`src/rtl/ss_pkg.sv`:
```
//==============================================================================
// Module      : ss_pkg
// Description : Shared helpers for the signed stochastic add/sub datapath.
// Revision    : 1.0 - initial release
//==============================================================================
`default_nettype none

package ss_pkg;

    localparam logic SIGN_POS = 1'b0;
    localparam logic SIGN_NEG = 1'b1;

    // Bits needed to hold a popcount of n inputs (0..n inclusive).
    function automatic int ss_pw(input int n);
        return $clog2(n + 1);
    endfunction

endpackage : ss_pkg

`default_nettype wire

```
`src/rtl/ss_popcount.sv`:
```
//==============================================================================
// Module      : ss_popcount
// Description : Combinational population count of an N-bit vector.
// Revision    : 1.0 - initial release
//==============================================================================
`default_nettype none

module ss_popcount
    import ss_pkg::*;
#(
    parameter int N  = 4,
    parameter int PW = ss_pw(N)
) (
    input  logic [N-1:0]  i_bits,
    output logic [PW-1:0] o_count
);

    always_comb begin
        o_count = '0;
        for (int i = 0; i < N; i++) begin
            o_count = o_count + PW'(i_bits[i]);
        end
    end

endmodule : ss_popcount

`default_nettype wire

```
`src/rtl/ss_addsub_n.sv`:
```
//==============================================================================
// Module      : ss_addsub_n
// Description : N-input signed stochastic adder/subtractor with saturating
//               sign-magnitude accumulator and threshold-gated output.
//               Define SS_ADDSUB_PIPE_EN to register the popcounts (latency 2).
// Revision    : 1.0 - initial release
//==============================================================================
`default_nettype none

module ss_addsub_n
    import ss_pkg::*;
#(
    parameter int N       = 4,
    parameter int CNT_W   = 4,
    parameter int CNT_MIN = 1
) (
    input  logic             CLK,
    input  logic             RST_N,
    input  logic             INIT,
    input  logic             EN,
    input  logic [N-1:0]     IN,
    input  logic [N-1:0]     SIGN,
    input  logic             R_condition,
    output logic             OUT,
    output logic             SIGN_out,
    output logic [CNT_W-1:0] COUNT,
    output logic             SAT
);

    localparam int              PW        = ss_pw(N);
    localparam int              XW        = CNT_W + 1;
    localparam logic [CNT_W-1:0] c_cnt_min = CNT_W'(CNT_MIN);

    logic [PW-1:0]    w_p;
    logic [PW-1:0]    w_q;
    logic [PW-1:0]    w_s_p;
    logic [PW-1:0]    w_s_q;
    logic             w_s_en;
    logic             w_s_init;
    logic             w_s_rc;

    logic [CNT_W-1:0] r_count;
    logic             r_sign;
    logic             r_out;

    ss_popcount #(.N(N), .PW(PW)) u_pop_p (
        .i_bits  (IN & ~SIGN),
        .o_count (w_p)
    );

    ss_popcount #(.N(N), .PW(PW)) u_pop_q (
        .i_bits  (IN & SIGN),
        .o_count (w_q)
    );

`ifdef SS_ADDSUB_PIPE_EN
    logic [PW-1:0] r_p;
    logic [PW-1:0] r_q;
    logic          r_en;
    logic          r_init;
    logic          r_rc;

    // Controls are staged alongside the counts so each vector keeps its own EN/INIT.
    always_ff @(posedge CLK or negedge RST_N) begin
        if (!RST_N) begin
            r_p    <= '0;
            r_q    <= '0;
            r_en   <= 1'b0;
            r_init <= 1'b0;
            r_rc   <= 1'b0;
        end else begin
            r_p    <= w_p;
            r_q    <= w_q;
            r_en   <= EN;
            r_init <= INIT;
            r_rc   <= R_condition;
        end
    end

    assign w_s_p    = r_p;
    assign w_s_q    = r_q;
    assign w_s_en   = r_en;
    assign w_s_init = r_init;
    assign w_s_rc   = r_rc;
`else
    assign w_s_p    = w_p;
    assign w_s_q    = w_q;
    assign w_s_en   = EN;
    assign w_s_init = INIT;
    assign w_s_rc   = R_condition;
`endif

    logic [XW-1:0]    w_p_ext;
    logic [XW-1:0]    w_q_ext;
    logic [XW-1:0]    w_d;
    logic [XW-1:0]    w_sum;
    logic [CNT_W-1:0] w_d_n;
    logic [CNT_W-1:0] w_add;
    logic [CNT_W-1:0] w_sub;
    logic [CNT_W-1:0] w_cross;
    logic             w_dsgn;

    assign w_p_ext = XW'(w_s_p);
    assign w_q_ext = XW'(w_s_q);
    assign w_dsgn  = (w_s_q > w_s_p);
    assign w_d     = w_dsgn ? (w_q_ext - w_p_ext) : (w_p_ext - w_q_ext);
    assign w_sum   = XW'(r_count) + w_d;
    // A carry out of the CNT_W-bit field means the sum passed LIM; clamp to all ones.
    assign w_add   = w_sum[CNT_W] ? {CNT_W{1'b1}} : w_sum[CNT_W-1:0];
    // D never exceeds N < 2^CNT_W, so the narrowed copy is exact.
    assign w_d_n   = w_d[CNT_W-1:0];
    assign w_sub   = r_count - w_d_n;
    assign w_cross = w_d_n - r_count;

    logic [CNT_W-1:0] w_cnt_nxt;
    logic             w_sgn_nxt;
    logic             w_out_nxt;

    always_comb begin
        w_cnt_nxt = r_count;
        w_sgn_nxt = r_sign;
        w_out_nxt = 1'b0;
        if (w_s_init) begin
            w_cnt_nxt = '0;
        end else if (w_s_en) begin
            w_out_nxt = (r_count > c_cnt_min) &&
                        ((r_sign == SIGN_NEG) ? (w_s_q > w_s_p) : (w_s_p > w_s_q));
            if (w_s_p == w_s_q) begin
                w_cnt_nxt = r_count;
            end else if (w_dsgn == r_sign) begin
                w_cnt_nxt = w_add;
            end else if (w_d < XW'(r_count)) begin
                w_cnt_nxt = w_sub;
            end else if (w_d > XW'(r_count)) begin
                w_cnt_nxt = w_cross;
                w_sgn_nxt = w_dsgn;
            end else begin
                w_cnt_nxt = '0;
                if (w_s_rc) begin
                    w_sgn_nxt = w_dsgn;
                end
            end
        end
    end

    always_ff @(posedge CLK or negedge RST_N) begin
        if (!RST_N) begin
            r_count <= '0;
            r_sign  <= SIGN_POS;
            r_out   <= 1'b0;
        end else begin
            r_count <= w_cnt_nxt;
            r_sign  <= w_sgn_nxt;
            r_out   <= w_out_nxt;
        end
    end

    assign COUNT    = r_count;
    assign SIGN_out = r_sign;
    assign OUT      = r_out;
    assign SAT      = &r_count;

endmodule : ss_addsub_n

`default_nettype wire

```
`config.mk`:
```
export PLATFORM = sky130hd
export DESIGN_NAME = ss_addsub_n
export DESIGN_NICKNAME = d
export VERILOG_FILES = /design/src/rtl/ss_pkg.sv /design/src/rtl/ss_popcount.sv /design/src/rtl/ss_addsub_n.sv
export SDC_FILE = /design/constraint.sdc
export NUM_CORES = 1
export LEC_CHECK = 0
export BUFFER_PORTS_ARGS = -buffer_cell sky130_fd_sc_hd__buf_4
export CORE_MARGIN = 8
export CORE_UTILIZATION = 55
export DETAILED_ROUTE_END_ITERATION = 8
export PLACE_DENSITY = 0.77
export SYNTH_ARGS = -nofsm -noshare
export SYNTH_HDL_FRONTEND = slang
export SYNTH_HIERARCHICAL = 1
export SYNTH_SLANG_ARGS = --single-unit
```
`constraint.sdc`:
```
create_clock -name CLK -period 3.23 [get_ports CLK]
set_input_delay 0.323 -clock CLK [delete_from_list [all_inputs] [get_ports CLK]]
set_output_delay 0.323 -clock CLK [all_outputs]
set_load 0.005 [all_outputs]
```
==> results by group, run 1 <==
Run status
  • Outcome: stopped before the end
  • Failed at: global routing
  • Tool error: [ERROR DPL-0033] detailed placement checks failed during check placement.

Clock tree
  • Sink Count: 6
  • H-tree depth: 1
  • Longest Clk Path Bufs: 2
  • CTS Buf Count: 3
  • CTS root buffer: clkbuf_4

Placement
  • Gp weighted congestion: roughly 0.99
  • Setup WS pre-CTS: -1.21 ns
  • IO buf count: 19
  • DP Wirelength: 3120 um

Logic synthesis
  • Post-synth ARST share: 1.00
  • EDFF count, synth: 0
  • Sequential area share after synthesis: 0.114
  • Cell taking the most area after synthesis: ha_1
  • Ys flop type: dfrtp_1
  • Area contributors post-synth: ha_1, fa_1, dfrtp_1
  • Syn nets: 198
  • Synth Register Bits: 6
  • Post-synth cell types: 39
  • Share of the synthesized area in the top cell type: 0.209
  • Syn. warnings: 6
  • Mean Syn Cell Area: about 8.6 um^2
  • Post-Syn Area: 1320 um^2
  • Mapped Cells: 154

Global route
  • Largest net degree at the start of global routing: 9
  • Initial antenna violation count: 0

STA
  • Worst endpoint type: sequential cell input
  • Post-GRT worst EP: COUNT[3]$_DFFE_PN0P_/D

Floorplanning
  • Ports: 20
  • Die height: about 65 um
  • Die X: 65.0 um
  • Initial cell density of the core: 0.590
  • # rows: 17
cell families after synthesis:
logic type      share of synthesized area
compound gates                      0.197
xor+xnor                           0.0474
fa+ha+maj                           0.345
buf+inv                             0.106
flops                               0.114
mux                                0.0199
simple gates                        0.170
cell usage after synthesis (all sizes together), types with 4 or more instances:
cell type  count
inv           31
ha            22
nand2         15
a21oi         11
fa             9
dfrtp          6
nor2b          6
nand3b         5
xnor2          5
and2           4
timing repair:
item	in CTS
resized for setup	20
pin swaps	17
hold buffers	1
setup buffers	9
setup endpoints to repair	5
endpoints found under the hold margin	6
stage by stage:
| step | instances | cell area [um^2] | utilization | TNS [ns] |
|---|---|---|---|---|
| floorplan | 154 | 1460 | - | -3.92 |
| global placement | 227 | 1830 | 0.818 | -5.11 |
| detailed placement | 227 | 1830 | 0.818 | -5.86 |
| CTS | 240 | 2020 | 0.905 | -3.77 |
==> run 2, diff against run 1 <==
CORE_AREA = 8 8 69 71   (was not set)
CORE_MARGIN = not set   (was 8)
CORE_UTILIZATION = not set   (was 55)
DIE_AREA = 0 0 77 79   (was not set)
PLACE_DENSITY = not set   (was 0.77)
PLACE_DENSITY_LB_ADDON = 0.15   (was not set)
==> run 2 against run 1 <==
The flow now finishes, with violations (negative setup slack). Synthesized cell count unchanged. Area after synthesis unchanged.
==> results by group, run 2 <==
Run status
  • Outcome: finished with violations
  • Failing checks: negative setup slack

Routing
  • Drt pass-1 iters: 4
  • ANT nets after route: 0
  • WL/cell: ~14 um
  • DRT iter0 DRCs: between 50 and 60
  • Total Wirelength: between 3000 and 4000 um
  • Vias per cell: approximately 4.8
  • Drc violations: 0
  • Routed vias: about 1,300

Critical path
  • RR Startpoint: COUNT[1]
  • CP max stage delay: 0.55 ns
  • Crit Path Category: primary input to register
  • CP cell instances: buf_6 > and2_4 > inv_2 > fa_1 > inv_2 > ha_4 > inv_4 > ha_4 > inv_2 > fa_2 > inv_2 > fa_2 > a31o_4 > buf_4 > nand2_4 > o21ai_4 > ha_4 > o211ai_4 > buf_6 > o2bb2ai_4 > a311oi_2 > mux2_1
  • Buffers and inverters on the worst path: 8
  • Required @ worst endpoint: roughly 3.3 ns
  • Startpoint class of the critical path: primary input
  • Most frequent CP cell: inv_2
  • Crit-path leading delay family: adder cells
  • Crit Path Max Fanout: 5
  • End of the worst register-to-register path: COUNT[3]
  • Worst EP arrival: ~4.2 ns
  • Slowest cell on the critical path: fa_1
  • R2R depth: 9
  • Worst setup EP type: register
  • R2R Setup Slk: 0.80 ns

Hold path
  • Hold Crit Start: INIT
  • Hold/Removal Path Class: primary input to register
  • Hold endpoint: COUNT[0]
  • Hold depth: 2

Floorplanning
  • Total die area: 6080 um^2
  • Die height: 79 um (+22%)
  • # rows: 23 (+6)
  • Ports: 20 (unchanged)
  • Die X: 77 um (+19%)
  • Initial cell density of the core: 0.347 (-0.243)
  • Core area: 3800 um^2

Global route
  • First-pass GRT wire length: roughly 6400 um
  • Initial antenna violation count: 0
  • Largest net degree at the start of global routing: 9
  • Number of global-route vias before repair: 1,396
  • Congestion Overflow GR: 0
  • GR Util All Layers: 0.126

Placement
  • IO buf count: 19 (unchanged)
  • Gp weighted congestion: 0.841 (-15%)
  • Placed cell areas: 1830 um^2 (+0.27%)
  • DP Wirelength: 3020 um (-3.1%)

Layout
  • Commonest non-fill, non-tap cells in the layout: buf_4, inv_1, ha_1
  • Nets: 258
  • Layout Cell Area excl Fill: about 2200 um^2
  • Commonest non-fill, non-tap cell in the layout: buf_4
  • Syn-to-layout area delta: 66.9%
  • Antenna diode count: 0
  • Fraction of layout cells with a size suffix above 1: 0.557
  • Largest register FFs: 4
  • Final Core Density: 0.579

Flow run
  • Max cap viols: 0

Logic synthesis
  • Post-synth ARST share: 1.00 (unchanged)
  • Synth Register Bits: 6 (unchanged)
  • Syn nets: 198 (unchanged)
  • Share of the synthesized area in the top cell type: 0.209 (unchanged)
  • EDFF count, synth: 0 (unchanged)
  • Synth cell count leaders: inv_1, ha_1, nand2_1
  • Mapped Cells: 154 (unchanged)
  • Post-Syn Area: 1320 um^2 (unchanged)
  • Sequential area share after synthesis: 0.114 (unchanged)
  • Syn. warnings: 6 (unchanged)
  • Mean Syn Cell Area: 8.56 um^2 (unchanged)
  • Count leader, synth: inv_1
  • Cell taking the most area after synthesis: ha_1
  • Post-synth cell types: 39 (unchanged)
  • Area contributors post-synth: ha_1, fa_1, dfrtp_1
  • Ys flop type: dfrtp_1

STA
  • Fin crit share: 1.26
  • Final hold violation count: 0
  • Final slew viol count: 0
  • Worst slew margin: 0.656
  • Max Fclk: 246 MHz
  • Final setup margin: -0.829 ns
  • Unrepaired setup endpoints after global routing: yes
  • Count of final setup violators: 5
  • Worst-Margin Slew: 0.512 ns
  • Min Tclk post-route: 4.06 ns
  • Clock skew: 0.00360 ns
  • Setup_tns: -3.80 ns

Clock tree
  • H-tree depth: 1 (unchanged)
  • Clock slew at reported path FFs: 0.04 ns
  • CTS Buf Count: 3 (unchanged)
  • CTS root buffer: clkbuf_8
  • Longest Clk Path Bufs: 2 (unchanged)
  • Worst-Skew Late Latency: 0.23 ns
  • TritonCTS clock tree: built
  • Sink Count: 6 (unchanged)

Power
  • Peak VDD IR: between 300 and 400 uV
  • Power per cell area: 1010 nW/um^2
  • P_leak: slightly below 1 nW
run 2: logic make-up after synthesis:
group                      after synthesis  synth area share
AOI/OAI and AO/OA                       34             0.197
xor gates and xnor gates                 5            0.0474
adders and majority gates               31             0.345
buffers and inverters                   34             0.106
DFF                                      6             0.114
muxes                                    2            0.0199
and+or+nand+nor                         42             0.170
run 2: area by class of cell:
cell class | count | area, um^2
fillers | 324 | 1600
multi-input cells | 114 | 1370
repair buffers | 58 | 460
flip-flops and latches | 6 | 150
inverters | 31 | 121
well taps | 50 | 62.6
clock buffers | 3 | 41.3
run 2: worst max path at each step:
stage                     startpoint  endpoint  slack [ns]  cells past startpoint
after global placement       SIGN[0]  SIGN_out       -1.19                     21
after floorplan                IN[0]  SIGN_out       -0.91                     21
after global routing         SIGN[3]  SIGN_out       -0.98                     22
after CTS                    SIGN[3]  SIGN_out       -0.84                     22
after detailed placement     SIGN[0]  SIGN_out       -1.23                     21
final                        SIGN[3]  SIGN_out       -0.83                     22
run 2: per-stage QoR:
stage               hold slack, ns  setup slack (ns)  total power [mW]  instances
floorplan                   0.0274            -0.905              1.17        154
global placement             0.134             -1.19              1.57        246
detailed placement           0.136             -1.23              1.59        246
CTS                          0.288            -0.845              1.94        257
global route                 0.296            -0.982              2.42        262
finish                       0.292            -0.829              2.22        262
run 2: where the power goes:
part / total [mW] / switching [mW] / internal (mW) / leakage (nW)
Clock: 0.116 / 0.0353 / 0.0803 / 0.0216
Combinational: 1.95 / 0.933 / 1.02 / 0.873
Sequential: 0.152 / 0.0517 / 0.100 / 0.0792
Total: 2.22 / 1.02 / 1.20 / 0.973
run 2: repair_timing:
action	in CTS	in global routing
pin swaps	22	11
hold endpoints to repair	6	0
resized for setup	22	20
gates cloned	0	0
endpoints found under the setup margin	6	6
buffers inserted	7	6
hold buffers	1	0
run 2: per-layer routing:
layer,vias up,global-route usage,wire length (um)
li1,629,-,-
met1,598,0.146,1630
met2,31,0.232,1900
met3,9,0.0147,147
met4,0,0.0453,99
met5,-,0,0
Power figures use the tool's default switching activity.
==> run 3, diff against run 2 <==
clock period = 3.9 ns   (was 3.23 ns; I/O delays follow)
==> run 3 against run 2 <==
The run still ends with negative setup slack left. Non-clock buffer count decreased by 5. Worst hold slack better by 0.081 ns. Critical path depth stayed put. Core utilization decreased by 2.5 points.
==> results by group, run 3 (same netlist as run 2, synthesis figures left out) <==
Layout
  • Layout Cell Area excl Fill: 2110 um^2 (-4.3%)
  • Nets: 253 (-1.9%)
  • Fraction of layout cells with a size suffix above 1: 0.531 (-0.0252)
  • Fillers: 339 (+4.6%)
  • Final non-filler cell total: 257 (-1.9%)
  • Commonest non-fill, non-tap cell in the layout: buf_4
  • Largest register FFs: 4 (unchanged)
  • Antenna diode count: 0 (unchanged)
  • Syn-to-layout area delta: 59.7%
  • Commonest non-fill, non-tap cells in the layout: buf_4, inv_1, nand2_1, ha_1

Placement
  • Gp weighted congestion: 0.886 (+5.3%)
  • IO buf count: 19 (unchanged)
  • Post-Place Cells: 240 (-2.4%)
  • Placed cell areas: 1750 um^2 (-4.4%)
  • DP Wirelength: 3070 um (+1.5%)

Clock tree
  • CTS root buffer: clkbuf_8
  • Longest Clk Path Bufs: 2 (unchanged)
  • H-tree depth: 1 (unchanged)
  • Worst-Skew Late Latency: 0.22 ns (about the same)
  • CTS Buf Count: 3 (unchanged)
  • TritonCTS clock tree: built
  • Clock slew at reported path FFs: 0.04 ns (about the same)
  • Sink Count: 6 (unchanged)

Routing
  • Vias per cell: 4.88 (+0.98%)
  • ANT nets after route: 0 (unchanged)
  • Total Wirelength: 3760 um (-0.53%)
  • Drt pass-1 iters: 4 (unchanged)
  • Routed vias: 1,255 (-0.95%)
  • WL/cell: 14.6 um (+1.4%)
  • Drc violations: 0 (unchanged)
  • DRT iter0 DRCs: 37 (-30%)

STA
  • Worst slew margin: 0.562 (-0.0943)
  • Final hold violation count: 0 (unchanged)
  • Max Fclk: 242 MHz
  • Clock skew: 0.000795 ns (-0.00281 ns)
  • Final slew viol count: 0 (unchanged)
  • Fin crit share: 1.06
  • Count of final setup violators: 5 (unchanged)
  • Fin Hold WS: 0.373 ns (+0.0810 ns)
  • Setup_tns: -0.885 ns (+2.92 ns)
  • Min Tclk post-route: approximately 4.1 ns
  • Final setup margin: -0.234 ns (+0.596 ns)
  • Worst-Margin Slew: 0.652 ns (+0.141 ns)
  • Unrepaired setup endpoints after global routing: yes

Run status
  • Failing checks: negative setup slack
  • Outcome: finished with violations

Floorplanning
  • Initial cell density of the core: 0.347 (unchanged)
  • Ports: 20 (unchanged)
  • Die height: 79 um (unchanged)
  • # rows: 23 (unchanged)
  • Total die area: 6080 um^2 (unchanged)
  • Core area: 3800 um^2 (unchanged)
  • Die X: 77 um (unchanged)

Global route
  • GR Util All Layers: 0.126 (+0.000534)
  • Congestion Overflow GR: 0 (unchanged)
  • First-pass GRT wire length: 6350 um (-0.11%)
  • Largest net degree at the start of global routing: 9 (unchanged)
  • Initial antenna violation count: 0 (unchanged)
  • Number of global-route vias before repair: 1,373 (-1.6%)

Critical path
  • Crit Path Category: primary input to register
  • Startpoint class of the critical path: primary input
  • Crit Path Max Fanout: 5 (unchanged)
  • CP max stage delay: 0.54 ns (about the same)
  • Worst EP arrival: 4.23 ns (+0.07 ns)
  • Slowest cell on the critical path: fa_1
  • Most frequent CP cell: inv_2
  • Worst setup EP type: register
  • Required @ worst endpoint: 4.00 ns (+0.67 ns)
  • CP cell instances: buf_6 > and2_4 > inv_2 > fa_1 > inv_2 > ha_4 > inv_4 > ha_4 > inv_2 > fa_2 > inv_2 > fa_2 > a31o_4 > nand2_4 > nand2_4 > ha_4 > nor2b_4 > o211ai_4 > a311oi_4 > nor2_2 > a311oi_2 > mux2_1

Flow run
  • Max cap viols: 0 (unchanged)

Power
  • Power per cell area: 798 nW/um^2 (-21%)
  • P_leak: 0.937 nW (-3.8%)
  • Tot Pwr: 1.68 mW (-24%)
  • Peak VDD IR: 285 uV (-14%)

Hold path
  • Hold/Removal Path Class: primary input to register
## run 3: power by group
part | internal, mW | total, mW | switching, mW
Combinational | 0.736 | 1.46 | 0.725
Clock | 0.0662 | 0.0920 | 0.0258
Sequential | 0.0830 | 0.127 | 0.0437
Total | 0.886 | 1.68 | 0.794
## run 3: path summary, 6_finish.rpt
kind                       startpoint  endpoint  slack [ns]  depth (start not counted)
hold reg to reg              COUNT[3]  COUNT[3]        0.60                          2
max in group asynchronous       RST_N  SIGN_out        3.27                          2
hold / removal                   INIT  COUNT[0]        0.37                          2
setup reg to reg             COUNT[1]  SIGN_out        1.45                          8
setup / recovery                IN[3]  SIGN_out       -0.23                         22
min in group asynchronous       RST_N  COUNT[0]        0.52                          2
## run 3: final cells by class
type	count	area, um^2	share of cell area
Sequential cell	6	150	0.0713
Multi-Input combinational cell	114	1300	0.617
Inverter	31	121	0.0576
Clock buffer	3	41.3	0.0196
Tap cell	50	62.6	0.0297
Timing Repair Buffer	53	430	0.204
## run 3: per-layer routing
metal / part of all wire / global-route usage
met5: 0 / 0
met4: 0.025 / 0.0472
met3: 0.027 / 0.0147
met2: 0.55 / 0.254
met1: 0.39 / 0.130
## run 3: stage by stage
stage	setup slack, ns	utilization
detailed placement	-0.616	0.461
global route	-0.382	0.554
CTS	-0.259	0.539
finish	-0.234	0.554
global placement	-0.629	0.461
floorplan	-0.309	-
## run 3: critical path, delay by kind of cell
kind	cells	cell delay, ns
fa+ha+maj	6	1.79
compound gates	4	0.92
simple gates	5	0.52
mux	1	0.35
buf+inv	6	0.27
## run 3: repair_timing
item | in CTS | in global routing
setup endpoints to repair | 5 | 5
endpoints found under the hold margin | 6 | 0
setup buffers | 9 | 4
pin swaps | 32 | 11
gates resized for setup | 42 | 6
hold buffers | 1 | 0
